[src/rtl/aes_pkg.sv]
// Shared AES definitions for the InvMixColumns datapath: GF(2^8) helpers,
// InvMixColumns coefficients and the FSM state encoding.
package aes_pkg;

    typedef logic [1:0] fsm_state_t;

    localparam fsm_state_t ST_IDLE = 2'd0;
    localparam fsm_state_t ST_BUSY = 2'd1;
    localparam fsm_state_t ST_DONE = 2'd2;

    // Coefficients never exceed 0x0f, so four bits select the xtime terms.
    localparam logic [3:0] INV_C_0E = 4'he;
    localparam logic [3:0] INV_C_0B = 4'hb;
    localparam logic [3:0] INV_C_0D = 4'hd;
    localparam logic [3:0] INV_C_09 = 4'h9;

    function automatic logic [7:0] xtime(input logic [7:0] b);
        return {b[6:0], 1'b0} ^ (b[7] ? 8'h1b : 8'h00);
    endfunction

    function automatic logic [7:0] gf_mul_const(input logic [7:0] a, input logic [3:0] k);
        logic [7:0] x2;
        logic [7:0] x4;
        logic [7:0] x8;
        x2 = xtime(a);
        x4 = xtime(x2);
        x8 = xtime(x4);
        return (k[0] ? a  : 8'h00) ^ (k[1] ? x2 : 8'h00) ^
               (k[2] ? x4 : 8'h00) ^ (k[3] ? x8 : 8'h00);
    endfunction

endpackage

[src/rtl/inv_mix_column.sv]
// Combinational InvMixColumns on one 32-bit column, row 0 in the top byte.
module inv_mix_column
    import aes_pkg::*;
(
    input  logic [31:0] col_in,
    output logic [31:0] col_out
);

    logic [7:0] a0, a1, a2, a3;
    logic [7:0] r0, r1, r2, r3;

    assign {a0, a1, a2, a3} = col_in;

    assign r0 = gf_mul_const(a0, INV_C_0E) ^ gf_mul_const(a1, INV_C_0B) ^
                gf_mul_const(a2, INV_C_0D) ^ gf_mul_const(a3, INV_C_09);
    assign r1 = gf_mul_const(a0, INV_C_09) ^ gf_mul_const(a1, INV_C_0E) ^
                gf_mul_const(a2, INV_C_0B) ^ gf_mul_const(a3, INV_C_0D);
    assign r2 = gf_mul_const(a0, INV_C_0D) ^ gf_mul_const(a1, INV_C_09) ^
                gf_mul_const(a2, INV_C_0E) ^ gf_mul_const(a3, INV_C_0B);
    assign r3 = gf_mul_const(a0, INV_C_0B) ^ gf_mul_const(a1, INV_C_0D) ^
                gf_mul_const(a2, INV_C_09) ^ gf_mul_const(a3, INV_C_0E);

    assign col_out = {r0, r1, r2, r3};

endmodule

[src/rtl/inv_mix_columns.sv]
// Iterative InvMixColumns over a 128-bit state, COLS_PER_CYCLE columns per clock,
// transforming a working register in place.
module inv_mix_columns
    import aes_pkg::*;
#(
    parameter int COLS_PER_CYCLE = 1
) (
    input  logic         clk,
    input  logic         reset,
    input  logic         in_valid,
    output logic         in_ready,
    input  logic [127:0] state_in,
    output logic         out_valid,
    input  logic         out_ready,
    output logic [127:0] state_out,
    output fsm_state_t   fsm_state
);

    // Handshake: a transfer happens on a rising edge where valid and ready are
    // both 1; once out_valid rises, out_valid and state_out hold until that edge.

    localparam logic [1:0] STEP     = 2'(COLS_PER_CYCLE);
    localparam logic [1:0] LAST_OFS = 2'(COLS_PER_CYCLE - 1);

    fsm_state_t   state;
    logic [1:0]   cnt;
    logic [127:0] work;
    logic [127:0] work_next;
    logic         last_step;

    logic [1:0]  col_idx [COLS_PER_CYCLE];
    logic [31:0] col_sel [COLS_PER_CYCLE];
    logic [31:0] col_res [COLS_PER_CYCLE];

    for (genvar g = 0; g < COLS_PER_CYCLE; g++) begin : g_col
        assign col_idx[g] = cnt + 2'(g);

        always_comb begin
            col_sel[g] = work[127:96];
            case (col_idx[g])
                2'd0:    col_sel[g] = work[127:96];
                2'd1:    col_sel[g] = work[95:64];
                2'd2:    col_sel[g] = work[63:32];
                default: col_sel[g] = work[31:0];
            endcase
        end

        inv_mix_column u_col (
            .col_in  (col_sel[g]),
            .col_out (col_res[g])
        );
    end

    always_comb begin
        work_next = work;
        for (int k = 0; k < COLS_PER_CYCLE; k++) begin
            case (col_idx[k])
                2'd0:    work_next[127:96] = col_res[k];
                2'd1:    work_next[95:64]  = col_res[k];
                2'd2:    work_next[63:32]  = col_res[k];
                default: work_next[31:0]   = col_res[k];
            endcase
        end
    end

    // The step that covers column 3 is the final one for this block.
    assign last_step = ((cnt + LAST_OFS) == 2'd3);

    always_ff @(posedge clk) begin
        if (!reset) begin
            state <= ST_IDLE;
            cnt   <= 2'd0;
            work  <= '0;
        end else begin
            case (state)
                ST_IDLE: begin
                    if (in_valid) begin
                        work  <= state_in;
                        cnt   <= 2'd0;
                        state <= ST_BUSY;
                    end
                end
                ST_BUSY: begin
                    work <= work_next;
                    cnt  <= cnt + STEP;
                    if (last_step) begin
                        state <= ST_DONE;
                    end
                end
                ST_DONE: begin
                    if (out_ready) begin
                        state <= ST_IDLE;
                    end
                end
                default: state <= ST_IDLE;
            endcase
        end
    end

    assign in_ready  = (state == ST_IDLE) && reset;
    assign out_valid = (state == ST_DONE);
    assign state_out = work;
    assign fsm_state = state;

endmodule

[config.mk]
export PLATFORM = sky130hd
export DESIGN_NAME = inv_mix_columns
export DESIGN_NICKNAME = d
export VERILOG_FILES = /design/src/rtl/aes_pkg.sv /design/src/rtl/inv_mix_column.sv /design/src/rtl/inv_mix_columns.sv
export SDC_FILE = /design/constraint.sdc
export NUM_CORES = 1
export LEC_CHECK = 0
export ABC_CLOCK_PERIOD_IN_PS = 4000
export BUFFER_PORTS_ARGS = -buffer_cell sky130_fd_sc_hd__buf_2
export CORE_MARGIN = 3
export CORE_UTILIZATION = 45
export DETAILED_ROUTE_END_ITERATION = 7
export PLACE_DENSITY_LB_ADDON = 0.1
export SETUP_SLACK_MARGIN = 0.15
export SYNTH_ARGS = -nofsm -noshare
export SYNTH_HDL_FRONTEND = slang
export SYNTH_HIERARCHICAL = 1
export SYNTH_SLANG_ARGS = --single-unit
[constraint.sdc]
create_clock -name clk -period 4 [get_ports clk]
set_clock_uncertainty 0.2 [all_clocks]
set_input_delay 0.4 -clock clk [delete_from_list [all_inputs] [get_ports clk]]
set_output_delay 0.4 -clock clk [all_outputs]
set_load 0.02 [all_outputs]
==> run metrics <==
Num CTS Buffers 17; Non-Filler Instances 1322; Final setup viols 0; CTS clk-pin slew, worst paths 0.06 ns; Die Y-Extent around 150 µm; Post-synth EDFFs 0; Post-Syn Area between 8000 and 9000 µm²; Slew @ Worst Pin roughly 1.1 ns; initial core utilization 46.2%; CTS tree built; Req. time, crit path 4.11 ns; synth top area cells dfxtp_1, o221a_2, xnor2_1; post-synth cell types 32; Worst path max stage delay roughly 0.5 ns; initial antenna violation count 0; Critical Path AT around 3.9 ns; CP Max Fanout 9; area leader, netlist dfxtp_1; Setup CP Type reg2reg; port bufs 263; Synth Instances 792; GR peak layer met2; H-Tree Depth 4; Ports approximately 260; status complete, no violations; Placement Rows 50; global-route usage over all layers between 20% and 30%; HPWL Detailed between 20 and 25 mm; Max-slew headroom 26.8%; Tcrit/Tclk final 94.1%; Async S/R FF share, synth 0%; Vias 7841; worst setup slack after layout about 0.23 ns; Top delay family on crit path XOR/XNOR gates; Die W between 100 and 150 µm; DRC 0; unrepaired setup endpoints after global routing yes; Layout Area Growth over Synthesis 28.2%; CP most frequent cell buf_4; MaxCap Viol Count 0; DR iter-0 viols about 720; Mapped Nets 929; met3 usage 5.43%; share of layout cells above drive strength 1 around 50%; post-synth top area share around 30%; DRT Wirelength around 32 mm; Slew Limit Fails 0; nets about 1200; startpoint types flop; largest net degree at the start of global routing between 70 and 80; vias in the first global route around 7800; ys flop type dfxtp_1; Post-Place Cells about 1300; clock tree buffer depth 2; Max Clk Rate 266 MHz; Critical path buffers and inverters 3; RD Place Congestion between 1 and 1.5; grt ovf 0; Seq/Total Area, Yosys roughly 30%; pre-CTS worst setup slack ~0.055 ns; DR vias/cell 5.93; Routed wire per std cell 24.1 µm; TNS Setup 0 ns; area of the core about 19000 µm²; Synth Register Bits approximately 130; post-route ant nets 0; clock latency on the worst-skew pair ~0.43 ns; YS warnings 6; final worst path period need around 3.8 ns; Fin. Hold Viols 0; met1 Use GR roughly two fifths; FF-to-FF setup slack roughly 0.23 ns; clock root buffer clkbuf_16; first-pass GRT wire length ~48 mm; Hold WC Path Type in2reg; Antenna Cells 0; die area 21000 µm²; Crit. End Element flop; Hold Buf Count CTS 0; Syn Area/Cell about 11 µm²; clock sink count around 130; met2 GRT Util between 40% and 50%; CP max stage cell a222oi_1; CP cell instances inv_1 -> ha_1 -> buf_4 -> a222oi_1 -> mux2i_2 -> buf_4 -> xnor3_4 -> xnor2_4 -> xnor2_1 -> xnor3_2 -> o221a_2; DRT Pass-1 Iters 8
-- path summary, 6_finish.rpt --
path                                                  from                          to  cells past startpoint
worst min register to register  state_out[19]$_SDFFE_PN0P_  state_out[19]$_SDFFE_PN0P_                      1
worst max register to register         cnt[0]$_SDFFE_PN0P_  state_out[83]$_SDFFE_PN0P_                     11
worst min-delay path                             out_ready   fsm_state[1]$_SDFFE_PN0P_                      3
worst max-delay path                   cnt[0]$_SDFFE_PN0P_  state_out[83]$_SDFFE_PN0P_                     11
-- metal layers --
metal,wire [µm],up-vias,part of all wire (%)
met5,0,-,0
met4,961,0,3.0
met3,2640,61,8.3
met2,15100,506,47
met1,13200,3750,41
li1,-,3524,-
-- worst min-delay path: cells and delay by family --
family | cells | cell delay, ns
AOI/OAI and AO/OA | 1 | 0.07
buffers and inverters | 1 | 0.07
and+or+nand+nor | 1 | 0.09
-- final cells by class --
type	count	area, µm²
fill	1671	7680
multi-input combinational	540	5600
sequential	132	2650
timing repair buffer	324	1840
clock buffer	22	484
tap	260	325
inverter	34	128
clock inverter	10	120
-- sequential cells by signal (all words and copies together) (netlist names) --
signal     flops
fsm_state      2
state_out    128
cnt            2
-- stage by stage --
stage	util (%)	cell area [µm²]	hold WS [ns]
2_1_floorplan	-	8690	0.364
3_3_place_gp	54.8	10300	0.332
3_5_place_dp	54.8	10300	0.337
4_1_cts	58.3	11000	0.0494
5_1_grt	59.2	11100	0.109
6_report	59.2	11100	0.0577
-- cell families after synthesis --
family | after synthesis | share of synthesized area, %
buf+inv | 120 | 7.43
fa+ha+maj | 5 | 0.720
mux | 33 | 3.80
simple gates | 18 | 1.11
flops | 132 | 30.4
compound gates | 296 | 31.9
xor+xnor | 188 | 24.7
-- Yosys cell counts, types with 2 or more instances --
cell type    n
mux2i_1     33
buf_1        5
a21oi_1      5
o21a_1     128
nor2b_1      3
inv_1       34
xor3_1       3
nand2_1      8
clkbuf_1    36
xnor3_2      2
xnor3_4      2
xor2_1      28
xnor2_2      2
nand2b_1     4
buf_6       17
a222oi_1    32
buf_4       13
xnor2_1    124
buf_2       15
xnor3_1     24
ha_1         5
dfxtp_1    132
o221a_2    128
-- cells in the final DEF (no fill, tap or decap), drive strengths merged, types with 2 or more instances in the layout --
master | Yosys | routed
nor2b | 3 | 3
o221a | 128 | 128
mux2i | 33 | 33
ha | 5 | 5
clkinvlp | 0 | 2
nand2b | 4 | 4
a222oi | 32 | 32
xnor2 | 127 | 127
buf | 50 | 324
a21oi | 5 | 5
clkinv | 0 | 4
xor2 | 30 | 30
inv | 34 | 36
xor3 | 3 | 3
nand2 | 8 | 8
clkbuf | 36 | 22
bufinv | 0 | 2
xnor3 | 28 | 28
dfxtp | 132 | 132
o21a | 128 | 128
-- timing repair --
item	4_1_cts	5_1_grt
setup buffers	2	4
setup endpoints to repair	27	112
pin swaps	1	8
gates resized for setup	5	27
Power is left out: the tool's default activity adds up to more than one toggle a clock period on the data nets, which glitch-free logic cannot reach.
